### config.mk
export PLATFORM = sky130hd
export DESIGN_NAME = mem_arbiter_flat
export DESIGN_NICKNAME = d
export VERILOG_FILES = /design/src/rtl/mem_arbiter_pkg.sv /design/src/rtl/mem_arbiter_if.sv /design/src/rtl/mem_arbiter_rr_arb2.sv /design/src/rtl/mem_arbiter.sv /design/src/flat_wrapper.sv
export SDC_FILE = /design/constraint.sdc
export NUM_CORES = 1
export LEC_CHECK = 0
export BUFFER_PORTS_ARGS = -buffer_cell sky130_fd_sc_hd__clkbuf_2
export CAP_MARGIN = 20
export CORE_UTILIZATION = 55
export DETAILED_ROUTE_END_ITERATION = 6
export HOLD_SLACK_MARGIN = 0.12
export PLACE_DENSITY = 0.84
export SYNTH_ARGS = -nofsm -noshare
export SYNTH_HDL_FRONTEND = slang
export SYNTH_HIERARCHICAL = 1
export SYNTH_SLANG_ARGS = --single-unit
### constraint.sdc
create_clock -name clk -period 5.6 [get_ports clk]
set_input_delay 0 -clock clk [delete_from_list [all_inputs] [get_ports clk]]
set_output_delay 0 -clock clk [all_outputs]
set_load 0.05 [all_outputs]
### src/rtl/mem_arbiter_pkg.sv
// Shared types and constants for the fetch/data memory arbiter.
package mem_arb_pkg;

    typedef enum logic [1:0] {
        IDLE  = 2'd0,
        XFER  = 2'd1,
        DRAIN = 2'd2,
        DONE  = 2'd3
    } state_e;

    typedef enum logic {
        SIZE_BYTE = 1'b0,
        SIZE_WORD = 1'b1
    } size_e;

    typedef enum logic {
        GNT_FETCH = 1'b0,
        GNT_DATA  = 1'b1
    } requester_e;

    localparam int unsigned WORD_BEATS = 4;

    // Index of the final beat of an access of the given size.
    function automatic logic [1:0] last_beat(input size_e size);
        return (size == SIZE_WORD) ? 2'(WORD_BEATS - 1) : 2'd0;
    endfunction

endpackage

### src/rtl/mem_arbiter_if.sv
// Requester handshakes and byte-wide memory bus of the arbiter.
interface mem_arbiter_if;

    logic        fetch_req_i;
    logic [31:0] fetch_addr_i;
    logic        fetch_done_o;
    logic [31:0] fetch_rdata_o;

    logic        data_req_i;
    logic        data_we_i;
    logic        data_size_i;
    logic [31:0] data_addr_i;
    logic [31:0] data_wdata_i;
    logic        data_done_o;
    logic [31:0] data_rdata_o;

    logic [31:0] mem_address_o;
    logic        mem_write_enable_o;
    logic [7:0]  mem_write_data_o;
    logic [7:0]  mem_data_i;

    logic        busy_o;

    // Arbiter side.
    modport slave (
        input  fetch_req_i, fetch_addr_i,
        output fetch_done_o, fetch_rdata_o,
        input  data_req_i, data_we_i, data_size_i, data_addr_i, data_wdata_i,
        output data_done_o, data_rdata_o,
        output mem_address_o, mem_write_enable_o, mem_write_data_o,
        input  mem_data_i,
        output busy_o
    );

    // Requester and memory side.
    modport master (
        output fetch_req_i, fetch_addr_i,
        input  fetch_done_o, fetch_rdata_o,
        output data_req_i, data_we_i, data_size_i, data_addr_i, data_wdata_i,
        input  data_done_o, data_rdata_o,
        input  mem_address_o, mem_write_enable_o, mem_write_data_o,
        output mem_data_i,
        input  busy_o
    );

endinterface

### src/rtl/mem_arbiter_rr_arb2.sv
// Two-requester round-robin selector: bit 0 = fetch, bit 1 = data.
module rr_arb2
    import mem_arb_pkg::*;
(
    input  logic [1:0] req,
    input  requester_e last_grant,
    output logic [1:0] grant
);

    // Lone request wins outright; on contention the one not served last wins.
    always_comb begin
        grant = req;
        if (req == 2'b11) begin
            grant = (last_grant == GNT_DATA) ? 2'b01 : 2'b10;
        end
    end

endmodule

### src/rtl/mem_arbiter.sv
// Arbitrates fetch and load/store requests onto a byte-wide memory with a
// registered read port, serialising words into four little-endian beats.
module mem_arbiter
    import mem_arb_pkg::*;
(
    input logic          clk,
    input logic          reset_ni,
    mem_arbiter_if.slave bus
);

    state_e      state_q, state_d;
    requester_e  owner_q, last_grant_q;
    logic        we_q;
    size_e       size_q;
    logic [31:0] addr_q, wdata_q;
    logic [1:0]  beat_q;
    logic [31:0] asm_q, asm_d;
    logic [31:0] fetch_rdata_q, data_rdata_q;

    logic [1:0]  grant;
    logic        accept;
    logic        capture;
    logic [1:0]  cap_idx;
    logic [31:0] mem_address;
    logic        mem_we;
    logic [7:0]  mem_wdata;
    logic        fetch_done, data_done;

    rr_arb2 u_rr_arb2 (
        .req        ({bus.data_req_i, bus.fetch_req_i}),
        .last_grant (last_grant_q),
        .grant      (grant)
    );

    // State register.
    always_ff @(posedge clk or negedge reset_ni) begin
        if (!reset_ni) state_q <= IDLE;
        else           state_q <= state_d;
    end

    // Next state plus memory-bus and completion outputs.
    always_comb begin
        state_d     = state_q;
        accept      = 1'b0;
        mem_address = '0;
        mem_we      = 1'b0;
        mem_wdata   = '0;
        fetch_done  = 1'b0;
        data_done   = 1'b0;
        case (state_q)
            IDLE: begin
                if (grant != 2'b00) begin
                    accept  = 1'b1;
                    state_d = XFER;
                end
            end
            XFER: begin
                mem_address = (size_q == SIZE_WORD) ? {addr_q[31:2], beat_q} : addr_q;
                mem_we      = we_q;
                if (we_q) mem_wdata = wdata_q[{beat_q, 3'b000} +: 8];
                if (beat_q == last_beat(size_q)) state_d = we_q ? DONE : DRAIN;
            end
            DRAIN: state_d = DONE;
            DONE: begin
                fetch_done = (owner_q == GNT_FETCH);
                data_done  = (owner_q == GNT_DATA);
                state_d    = IDLE;
            end
            default: state_d = IDLE;
        endcase
    end

    // Read data lags its address by one cycle, so each capture lands in the
    // byte lane of the previous beat; DRAIN picks up the final beat.
    always_comb begin
        cap_idx = beat_q - 2'd1;
        capture = !we_q && ((state_q == XFER && beat_q != 2'd0) || state_q == DRAIN);
        asm_d   = asm_q;
        if (capture) asm_d[{cap_idx, 3'b000} +: 8] = bus.mem_data_i;
    end

    // Request latching, beat counting, load assembly and result registers.
    always_ff @(posedge clk or negedge reset_ni) begin
        if (!reset_ni) begin
            owner_q       <= GNT_FETCH;
            last_grant_q  <= GNT_FETCH;
            we_q          <= 1'b0;
            size_q        <= SIZE_BYTE;
            addr_q        <= '0;
            wdata_q       <= '0;
            beat_q        <= '0;
            asm_q         <= '0;
            fetch_rdata_q <= '0;
            data_rdata_q  <= '0;
        end else begin
            asm_q <= asm_d;
            if (accept) begin
                beat_q <= '0;
                asm_q  <= '0;
                if (grant[0]) begin
                    owner_q      <= GNT_FETCH;
                    last_grant_q <= GNT_FETCH;
                    we_q         <= 1'b0;
                    size_q       <= SIZE_WORD;
                    addr_q       <= bus.fetch_addr_i;
                    wdata_q      <= '0;
                end else begin
                    owner_q      <= GNT_DATA;
                    last_grant_q <= GNT_DATA;
                    we_q         <= bus.data_we_i;
                    size_q       <= size_e'(bus.data_size_i);
                    addr_q       <= bus.data_addr_i;
                    wdata_q      <= bus.data_wdata_i;
                end
            end
            if (state_q == XFER) beat_q <= beat_q + 2'd1;
            if (state_q == DRAIN) begin
                if (owner_q == GNT_FETCH) fetch_rdata_q <= asm_d;
                else                      data_rdata_q  <= asm_d;
            end
        end
    end

    assign bus.fetch_done_o       = fetch_done;
    assign bus.fetch_rdata_o      = fetch_rdata_q;
    assign bus.data_done_o        = data_done;
    assign bus.data_rdata_o       = data_rdata_q;
    assign bus.mem_address_o      = mem_address;
    assign bus.mem_write_enable_o = mem_we;
    assign bus.mem_write_data_o   = mem_wdata;
    assign bus.busy_o             = (state_q != IDLE);

endmodule

### src/flat_wrapper.sv
// flat-port wrapper written by rule: the top's interface ports become plain ports
module mem_arbiter_flat import mem_arb_pkg::*;
  (clk, reset_ni, bus_fetch_req_i, bus_fetch_addr_i, bus_fetch_done_o, bus_fetch_rdata_o, bus_data_req_i, bus_data_we_i, bus_data_size_i, bus_data_addr_i, bus_data_wdata_i, bus_data_done_o, bus_data_rdata_o, bus_mem_address_o, bus_mem_write_enable_o, bus_mem_write_data_o, bus_mem_data_i, bus_busy_o);
  mem_arbiter_if bus_i ();
  input logic clk;
  input logic reset_ni;
  input wire logic [$bits(bus_i.fetch_req_i)-1:0] bus_fetch_req_i;
  input wire logic [$bits(bus_i.fetch_addr_i)-1:0] bus_fetch_addr_i;
  output wire logic [$bits(bus_i.fetch_done_o)-1:0] bus_fetch_done_o;
  output wire logic [$bits(bus_i.fetch_rdata_o)-1:0] bus_fetch_rdata_o;
  input wire logic [$bits(bus_i.data_req_i)-1:0] bus_data_req_i;
  input wire logic [$bits(bus_i.data_we_i)-1:0] bus_data_we_i;
  input wire logic [$bits(bus_i.data_size_i)-1:0] bus_data_size_i;
  input wire logic [$bits(bus_i.data_addr_i)-1:0] bus_data_addr_i;
  input wire logic [$bits(bus_i.data_wdata_i)-1:0] bus_data_wdata_i;
  output wire logic [$bits(bus_i.data_done_o)-1:0] bus_data_done_o;
  output wire logic [$bits(bus_i.data_rdata_o)-1:0] bus_data_rdata_o;
  output wire logic [$bits(bus_i.mem_address_o)-1:0] bus_mem_address_o;
  output wire logic [$bits(bus_i.mem_write_enable_o)-1:0] bus_mem_write_enable_o;
  output wire logic [$bits(bus_i.mem_write_data_o)-1:0] bus_mem_write_data_o;
  input wire logic [$bits(bus_i.mem_data_i)-1:0] bus_mem_data_i;
  output wire logic [$bits(bus_i.busy_o)-1:0] bus_busy_o;
  assign bus_i.fetch_req_i = bus_fetch_req_i;
  assign bus_i.fetch_addr_i = bus_fetch_addr_i;
  assign bus_fetch_done_o = bus_i.fetch_done_o;
  assign bus_fetch_rdata_o = bus_i.fetch_rdata_o;
  assign bus_i.data_req_i = bus_data_req_i;
  assign bus_i.data_we_i = bus_data_we_i;
  assign bus_i.data_size_i = bus_data_size_i;
  assign bus_i.data_addr_i = bus_data_addr_i;
  assign bus_i.data_wdata_i = bus_data_wdata_i;
  assign bus_data_done_o = bus_i.data_done_o;
  assign bus_data_rdata_o = bus_i.data_rdata_o;
  assign bus_mem_address_o = bus_i.mem_address_o;
  assign bus_mem_write_enable_o = bus_i.mem_write_enable_o;
  assign bus_mem_write_data_o = bus_i.mem_write_data_o;
  assign bus_i.mem_data_i = bus_mem_data_i;
  assign bus_busy_o = bus_i.busy_o;
  mem_arbiter u_core (.clk(clk), .reset_ni(reset_ni), .bus(bus_i));
endmodule
Word-level counts from Yosys, hierarchy flattened. Cells that the tools add are included.

Flip-flop bits (word level): 167. Input port bits: 110. Logic and storage cells: 62.

Add/sub/neg operators: 3. Eq/ne operators: 7. Shift-type cells: 3. Muxes and demuxes: 26. Bitwise gates (word level): 1. Reductions and logical operators: 12.

Operators by type and width (count): $mux W32 (5); $bwmux W32 (1); $shift A8 B7 Y32 const A (1); $shiftx A32 B6 Y8 (1); $shiftx A8 B7 Y32 (1); $mux W2 (8); $mux W8 (2); $mux W1 (9); $pmux W2 S4 (1); $reduce_bool A2 Y1 (4); $neg A5 Y7 (1); $eq A2 B2 Y1 const B (3); $reduce_and A2 Y1 (3); $ne A2 B1 Y1 const B (2); $add A2 B1 Y2 const B (1); $eq A2 B1 Y1 const B (1); $eq A2 B2 Y1 (1); $logic_and A1 B1 Y1 (2); $logic_not A2 Y1 (1); $sub A2 B1 Y2 const B (1); $logic_not A1 Y1 (1); $logic_or A1 B1 Y1 (1); $not A1 Y1 (1).

Depth between registers and ports, before layout. Gate-level depths: netlist (run 1).

Depth after elaboration: 7. Depth in mapped cells: 9. Mapped depth without buffers: 6.

Hierarchy. The synthesis (run 1) kept the hierarchy.

By module, submodules not included: mem_arbiter (times used 1, cells an instance 736, area each 7576.0 um2, seq. area each 4179.0 um2); rr_arb2 (times used 1, cells an instance 3, area each 18.8 um2, seq. area each 0.0 um2).

Worst setup path before layout (run 1). Ideal clock, no wire load.

Path kind: register to register. From: register u_core.beat_q[1]. To: register u_core.fetch_rdata_q[21] (netlist: u_core/bus.fetch_rdata_o[21]). Data arrival time: 1999 ps. Required time: 5465 ps. Slack: 3467 ps. Cell stages (with the launch flop): 9. Buffers on the path: 2. Clock period less this slack: 2133 ps. Cell sequence: dfrtp_1 clkbuf_1 inv_1 ha_1 nand2b_1 buf_6 a21oi_4 mux2i_1 o21ai_0.

Longest elaborated chain between the ends: 5. Elaborated cells on any way between the ends: 10.

RTL lines: start, declared (RTL line mem_arbiter.sv:16) `logic [1:0] beat_q;`; start signal, assigned (RTL line mem_arbiter.sv:116) `if (state_q == XFER) beat_q <= beat_q + 2'd1;`; $sub A2 B1 Y2 / $reduce_bool A2 Y1 (equally long branches) (RTL line mem_arbiter.sv:76, mem_arbiter.sv:77); $neg A5 Y7 / $logic_and A1 B1 Y1 (equally long branches) (RTL line mem_arbiter.sv:79, mem_arbiter.sv:77); $shiftx A8 B7 Y32 (tied with other cells) (RTL line mem_arbiter.sv:79) `if (capture) asm_d[{cap_idx, 3'b000} +: 8] = bus.mem_data_i;`; $bwmux W32 / $logic_and A1 B1 Y1 (equally long branches) (RTL line mem_arbiter.sv:79, mem_arbiter.sv:77); $mux W32 (*) (RTL line mem_arbiter.sv:79); end signal, assigned (RTL line mem_arbiter.sv:118) `if (owner_q == GNT_FETCH) fetch_rdata_q <= asm_d;`; end, declared (RTL line mem_arbiter.sv:18) `logic [31:0] fetch_rdata_q, data_rdata_q;`.

Mark *: on every way between the ends. The rest lies on a longest branch, timed or not. A chain may end at the register's enable or synchronous reset.

Final worst setup path (run 1).
From: register u_core.beat_q[0]. To: register u_core.fetch_rdata_q[17] (netlist: u_core/bus.fetch_rdata_o[17]).

Same word-level chain as after synthesis.

==> out/metrics.yaml, run 1 <==
run_status:
  status: "completed"
routing:
  routed_via_density: 5.580
  first_pass_iters: 5
  num_vias: 6864
  ant_nets: 0
  drc: 0
  routed_wl_mm: 22.76
  drtIter0Drc: 620
  wl_per_cell_um: 18.50
cells_and_area:
  fin_cells: 1230
  antennaDiodeCount: 0
  nNetsFinal: 1162
  final_common_cell: "clkbuf_2"
  final_cell_mix: "216 x clkbuf_2, 167 x dfrtp_1, 133 x nand2_1, 107 x dlygate4sd3_1, 91 x o21ai_0"
  area_growth_pct: 37.84
  drive_above_1_share_pct: 25.71
clocking:
  ctsLongestPathBuffers: 2
  cts_inserted_buffers: 17
  htree_levels: 4
  ctsResizeCount: 0
  clk_pin_slew_ns: 0.06
  cts_tree: "done"
  ctsRootBufferMaster: "clkbuf_16"
  clock_sinks: 167
  clk_latency_ns: 0.43
  post_cts_buffers: 0
floorplanning:
  start_util_pct: 56.90
  die_x_um: 119.5
  row_count: 42
  core_sq_um: 13350
  die_height_um: 119.5
  ios: 218
  die-area_sq_um: 14280
min_path:
  hold_path.class: "in -> async"
sta:
  finalCriticalPeriod_ns: 2.806
  period_share_pct: 50.12
  finClkSkew_ns: 0.008294
  maxSlewHeadroom_pct: 37.32
  worst_pin_slew_ns: 0.9402
  hold_violations: 0
  final-max-slew-violation-count: 0
  setup_tns_ns: 0
  rsz0062_at_grt: "false"
  setup_viol: 0
  fmax_mhz: 356.3
  setup_ws_ns: 2.794
place:
  gp_congestion: 0.7781
  dpl.hpwl_mm: 11.85
  pre_cts_slack_ns: 2.800
  port_buffers: 217
  dp.cells: 1091
global_routing:
  antenna_found_initial: 0
  grt_first_pass_wirelength_mm: 36.20
  overflow: 0
  grt_use_met2_pct: 54.44
  grt_max_degree: 108
  gr-usage-met3_pct: 8.317
  grt_pass1_vias: 6912
  top_usage_layer: "met2"
  grt_usage_pct: 33.40
  gr-usage-met1_pct: 41.15
setup_path:
  r2r_cells: 6
  worstSetupPathType: "reg -> reg"
  crit_fanout: 21
  worstPathRequired_ns: 5.94
  cp-start-kind: "flip-flop"
  cp-end-kind: "flip-flop"
  r2r_start: "u_core/beat_q[0]"
  arrival_ns: 3.14
  r2r_slack_ns: 2.79
  reg2reg_to: "u_core/bus.fetch_rdata_o[17]"
synth:
  syn_nets: 859
  yosysWarnings: 6
  yosys_register_bits: 167
  netlist_instances: 739
  ys_seq_area_share_pct: 55.02
  synth_cell_types: 33
  synth_area_per_cell_sq_um: 10.28
  synth_area_sq_um: 7595
job:
  drv_cap: 0
pwr:
  max-vdd-ir-drop_uv: 294.9
  p_sw_share_pct: 45.83
  seqPwrFrac_pct: 33.5
  p_leak_nw: 5.188
  power_density_nw_per_um2: 555.7
  p_int_mw: 3.151
  power.switching_mw: 2.666
  power.total_mw: 5.818
  combPwrFrac_pct: 45.6
  power.share.clock_pct: 20.9
how the worst max path moves through the flow:
stage | from | end | depth (start not counted) | slack (ns)
floorplan | u_core/beat_q[1] | u_core/bus.fetch_rdata_o[21] | 8 | 3.47
global placement | u_core/beat_q[0] | u_core/bus.data_rdata_o[26] | 6 | 2.88
detailed placement | u_core/beat_q[0] | u_core/bus.data_rdata_o[22] | 6 | 2.80
CTS | u_core/beat_q[0] | u_core/bus.data_rdata_o[22] | 6 | 2.78
global route | u_core/beat_q[0] | u_core/bus.fetch_rdata_o[21] | 6 | 2.48
finish | u_core/beat_q[0] | u_core/bus.fetch_rdata_o[17] | 6 | 2.79
critical path, cell delays in order, from the launching register on:
cell	delay [ns]
dfrtp_1	0.93
inv_1	0.20
ha_1	0.41
nor4b_2	0.64
and2_1	0.22
mux2i_1	0.11
o21ai_0	0.20
layer usage:
| metal | vias up | wire length, um |
|---|---|---|
| li1 | 3061 | - |
| met1 | 3305 | 8715 |
| met3 | 104 | 1603 |
| met4 | 0 | 1140 |
| met5 | - | 0 |
| met2 | 394 | 11300 |
cells by family after synthesis:
group | share of synthesized area [%]
multiplexers | 11.45
adder cells (fa/ha/maj) | 1.647
buffers and inverters | 3.097
flip-flops | 55.02
AND/OR/NAND/NOR | 18.47
AO/OA/AOI/OAI | 10.31
layout make-up:
type,instances,area (sq um)
well taps,176,220.2
fillers,785,2879
repair buffers,331,2228
inverters,7,26.28
clock inverters,8,120.1
flip-flops and latches,167,4179
clock buffers,23,488.0
multi-input cells,518,3207
flip-flops by register name (all words and copies together) (netlist names):
signal / cells
u_core/beat_q: 2
u_core/bus.data_rdata_o: 32
u_core/state_q: 2
u_core/asm_q: 32
u_core/bus.fetch_rdata_o: 32
u_core/addr_q: 32
u_core/last_grant_q: 1
u_core/wdata_q: 32
u_core/size_q: 1
u_core/we_q: 1
what timing repair did:
item                                    in CTS  in global routing
hold endpoints to repair                   190                  0
hold buffers                               107                  0
endpoints found under the setup margin       0                  0
power groups by stage:
stage	Combinational, mW	Clock, mW	Sequential [mW]
3_5_place_dp	2.45	0	1.93
2_1_floorplan	1.42	0	2.36
3_3_place_gp	2.41	0	1.90
6_report	2.66	1.21	1.95
5_1_grt	2.83	1.28	1.99
4_1_cts	2.54	1.22	1.91
cell usage after synthesis (all sizes together):
master | n | area share (%)
nor4b | 1 | 0.20
nand2b | 39 | 3.2
a311oi | 1 | 0.12
buf | 14 | 1.1
and2 | 72 | 5.9
ha | 10 | 1.6
nor3 | 1 | 0.066
o22a | 1 | 0.12
or3 | 1 | 0.15
a21oi | 5 | 0.92
a32oi | 1 | 0.12
o21ai | 132 | 8.7
a21boi | 2 | 0.20
inv | 7 | 0.35
o31ai | 1 | 0.099
nor2 | 35 | 1.7
and3 | 1 | 0.082
mux2 | 1 | 0.15
mux4 | 8 | 2.5
nand2 | 134 | 6.6
nand3 | 1 | 0.066
nor3b | 1 | 0.16
nor2b | 3 | 0.25
dfrtp | 167 | 55
clkbuf | 33 | 1.6
mux2i | 67 | 8.8
through the flow:
step / cell area (sq um) / hold WS [ns] / utilization [%]
after floorplan: 7595 / -0.2956 / -
after global placement: 8770 / 0.1280 / 65.70
after detailed placement: 8770 / 0.1288 / 65.70
after CTS: 10450 / 0.2477 / 78.28
after global routing: 10470 / 0.2925 / 78.43
final: 10470 / 0.2310 / 78.43
Note: power is estimated with default switching activity, not from simulation.
==> inputs of run 2 (changes only) <==
--- a/config.mk
+++ b/config.mk
@@ -7,10 +7,10 @@
 export LEC_CHECK = 0
 export BUFFER_PORTS_ARGS = -buffer_cell sky130_fd_sc_hd__clkbuf_2
 export CAP_MARGIN = 20
-export CORE_UTILIZATION = 55
+export CORE_UTILIZATION = 52
 export DETAILED_ROUTE_END_ITERATION = 6
 export HOLD_SLACK_MARGIN = 0.12
-export PLACE_DENSITY = 0.84
+export PLACE_DENSITY = 0.8
 export SYNTH_ARGS = -nofsm -noshare
 export SYNTH_HDL_FRONTEND = slang
 export SYNTH_HIERARCHICAL = 1
==> constraint.sdc (replaced) <==
create_clock -name clk -period 2.7 [get_ports clk]
set_input_delay 0 -clock clk [delete_from_list [all_inputs] [get_ports clk]]
set_output_delay 0 -clock clk [all_outputs]
set_load 0.05 [all_outputs]
==> run 2 against run 1 <==
Utilization fell by 2.9 points. Die area increased by 5.7%. Routed wire length decreased by 3.0%. Flip-flop and latch count unchanged. First-iteration DRC count is 15% lower. Hold slack got worse by 0.087 ns.
==> out/metrics.yaml, run 2 (synthesis results as in run 1) <==
run_status:
  status: "completed"  # unchanged
routing:
  num_vias: 6714  # was 6864
  first_pass_iters: 5  # unchanged
  wl_per_cell_um: 17.75  # was 18.50 um
  routed_wl_mm: 22.08  # was 22.76 mm
  routed_via_density: 5.397  # was 5.580
  drtIter0Drc: 524  # was 620
  ant_nets: 0  # unchanged
  drc: 0  # unchanged
global_routing:
  antenna_found_initial: 1  # was 0
  grt_first_pass_wirelength_mm: 34.55  # was 36.20 mm
  grt_max_degree: 72  # was 108
  grt_pass1_vias: 6803  # was 6912
  overflow: 0  # unchanged
  grt_usage_pct: 30.75  # was 33.40%
cells_and_area:
  final_common_cell: "clkbuf_2"  # unchanged
  register_area_sq_um: 4179  # unchanged
  nNetsFinal: 1172  # was 1162
  final_cell_mix: "216 x clkbuf_2, 167 x dfrtp_1, 133 x nand2_1, 108 x dlygate4sd3_1, 91 x o21ai_0"  # was 216 x clkbuf_2, 167 x dfrtp_1, 133 x nand2_1, 107 x dlygate4sd3_1, 91 x o21ai_0
  area_growth_pct: 39.57  # was 37.84%
  drive_above_1_share_pct: 26.34  # was 25.71%
  multi_input_area_sq_um: 3207  # unchanged
  n_fill_cell: 882  # was 785
  fin_area_sq_um: 10600  # was 10470 sq um
pwr:
  power.share.clock_pct: 21.3  # was 20.9%
  power_density_nw_per_um2: 1147  # was 555.7 nW/um^2
  p_leak_nw: 5.252  # was 5.188 nW
  seqPwrFrac_pct: 32.4  # was 33.5%
  p_int_mw: 6.691  # was 3.151 mW
  power.switching_mw: 5.470  # was 2.666 mW
  power.total_mw: 12.16  # was 5.818 mW
  p_sw_share_pct: 44.98  # was 45.83%
  combPwrFrac_pct: 46.3  # was 45.6%
  max-vdd-ir-drop_uv: 712.7  # was 294.9 uV
sta:
  setup_tns_ns: 0  # unchanged
  rsz0062_at_grt: "false"  # unchanged
  hold_violations: 0  # unchanged
  setup_ws_ns: 0.2421  # was 2.794 ns
  finClkSkew_ns: 0.01339  # was 0.008294 ns
  setup_viol: 0  # unchanged
  finalCriticalPeriod_ns: 2.458
  maxSlewHeadroom_pct: 56.41  # was 37.32%
  final-max-slew-violation-count: 0  # unchanged
  fmax_mhz: 406.8
  period_share_pct: 91.03
  worst_pin_slew_ns: 0.6521  # was 0.9402 ns
place:
  dpl.hpwl_mm: 12.32  # was 11.85 mm
  pre_cts_slack_ns: 0.4335  # was 2.800 ns
  detailed_place.area_sq_um: 8887  # was 8770 sq um
  gp_congestion: 0.7660  # was 0.7781
  port_buffers: 217  # unchanged
floorplanning:
  ios: 218  # unchanged
  die_x_um: 122.9  # was 119.5 um
  die_height_um: 122.9  # was 119.5 um
  core_sq_um: 14040  # was 13350 sq um
  row_count: 43  # was 42
  die-area_sq_um: 15090  # was 14280 sq um
  start_util_pct: 54.09  # was 56.90%
setup_path:
  r2r_start: "u_core/last_grant_q"  # was u_core/beat_q[0]
  arrival_ns: 2.46  # was 3.14 ns
  crit_fanout: 38  # was 21
  crit_start: "u_core/state_q[1]"  # was u_core/beat_q[0]
  cp-end-kind: "output port"  # was flip-flop
  cp-start-kind: "flip-flop"  # unchanged
  worstPathRequired_ns: 2.70  # was 5.94 ns
  worstSetupPathType: "reg -> out"  # was reg -> reg
clocking:
  clock_sinks: 167  # unchanged
  ctsLongestPathBuffers: 2  # unchanged
  cts_tree: "done"  # unchanged
  ctsResizeCount: 0  # unchanged
  htree_levels: 4  # unchanged
  clk_pin_slew_ns: 0.06  # about the same
  ctsRootBufferMaster: "clkbuf_16"  # unchanged
  cts_inserted_buffers: 17  # unchanged
  clk_latency_ns: 0.43  # about the same
min_path:
  hold_path.class: "in -> async"  # unchanged
job:
  drv_cap: 0  # unchanged
-- run 2: path summary, 6_finish.rpt --
path	slack (ns)	endpoint	cells past startpoint
max in group asynchronous	1.71	u_core/addr_q[11]	3
worst min register to register	0.48	u_core/addr_q[11]	2
worst min-delay path	0.14	u_core/bus.data_rdata_o[8]	2
min in group clk	0.15	u_core/asm_q[20]	4
worst max-delay path	0.24	bus_mem_write_data_o[3]	6
worst max register to register	0.39	u_core/addr_q[0]	6
-- run 2: per-layer routing --
| metal | vias up | track usage, % | part of all wire [%] |
|---|---|---|---|
| met5 | - | 0 | 0 |
| met4 | 0 | 16.01 | 3.9 |
| met3 | 75 | 7.807 | 7.4 |
| met2 | 353 | 51.12 | 50 |
| met1 | 3206 | 36.81 | 39 |
| li1 | 3080 | - | - |
-- run 2: power groups by stage --
stage	Sequential [mW]	Clock, mW	Combinational [mW]
floorplan	4.89	0	2.95
global placement	3.88	0	5.18
detailed placement	3.92	0	5.29
CTS	3.89	2.61	5.51
global route	4.03	2.72	6.03
finish	3.94	2.59	5.63
-- run 2: metrics by stage --
step	utilization (%)	cells	hold WS [ns]
floorplan	-	739	-0.2956
global placement	63.29	1105	0.05247
detailed placement	63.29	1105	0.05360
CTS	75.47	1243	0.1263
global route	75.49	1244	0.1641
finish	75.49	1244	0.1443
-- run 2: final cells by class --
cell class | count | share of cell area, %
diodes | 1 | 0.02361
clock buffers | 22 | 4.568
clock inverters | 8 | 1.369
inverters | 7 | 0.2479
multi-input cells | 518 | 30.25
flip-flops and latches | 167 | 39.42
well taps | 180 | 2.125
repair buffers | 341 | 21.99
-- run 2: what timing repair did --
action | 4_1_cts | 5_1_grt
hold buffers | 108 | 0
setup endpoints to repair | 0 | 0
setup buffers | 0 | 0
hold endpoints to repair | 209 | 0
-- run 2: worst max-delay path, stage by stage, from the launching register on --
cell and delay (ns):
dfrtp_1 0.41, inv_1 0.11, ha_1 0.20, buf_4 0.36, and2_1 0.46, and2_1 0.22
clkbuf_2 0.28
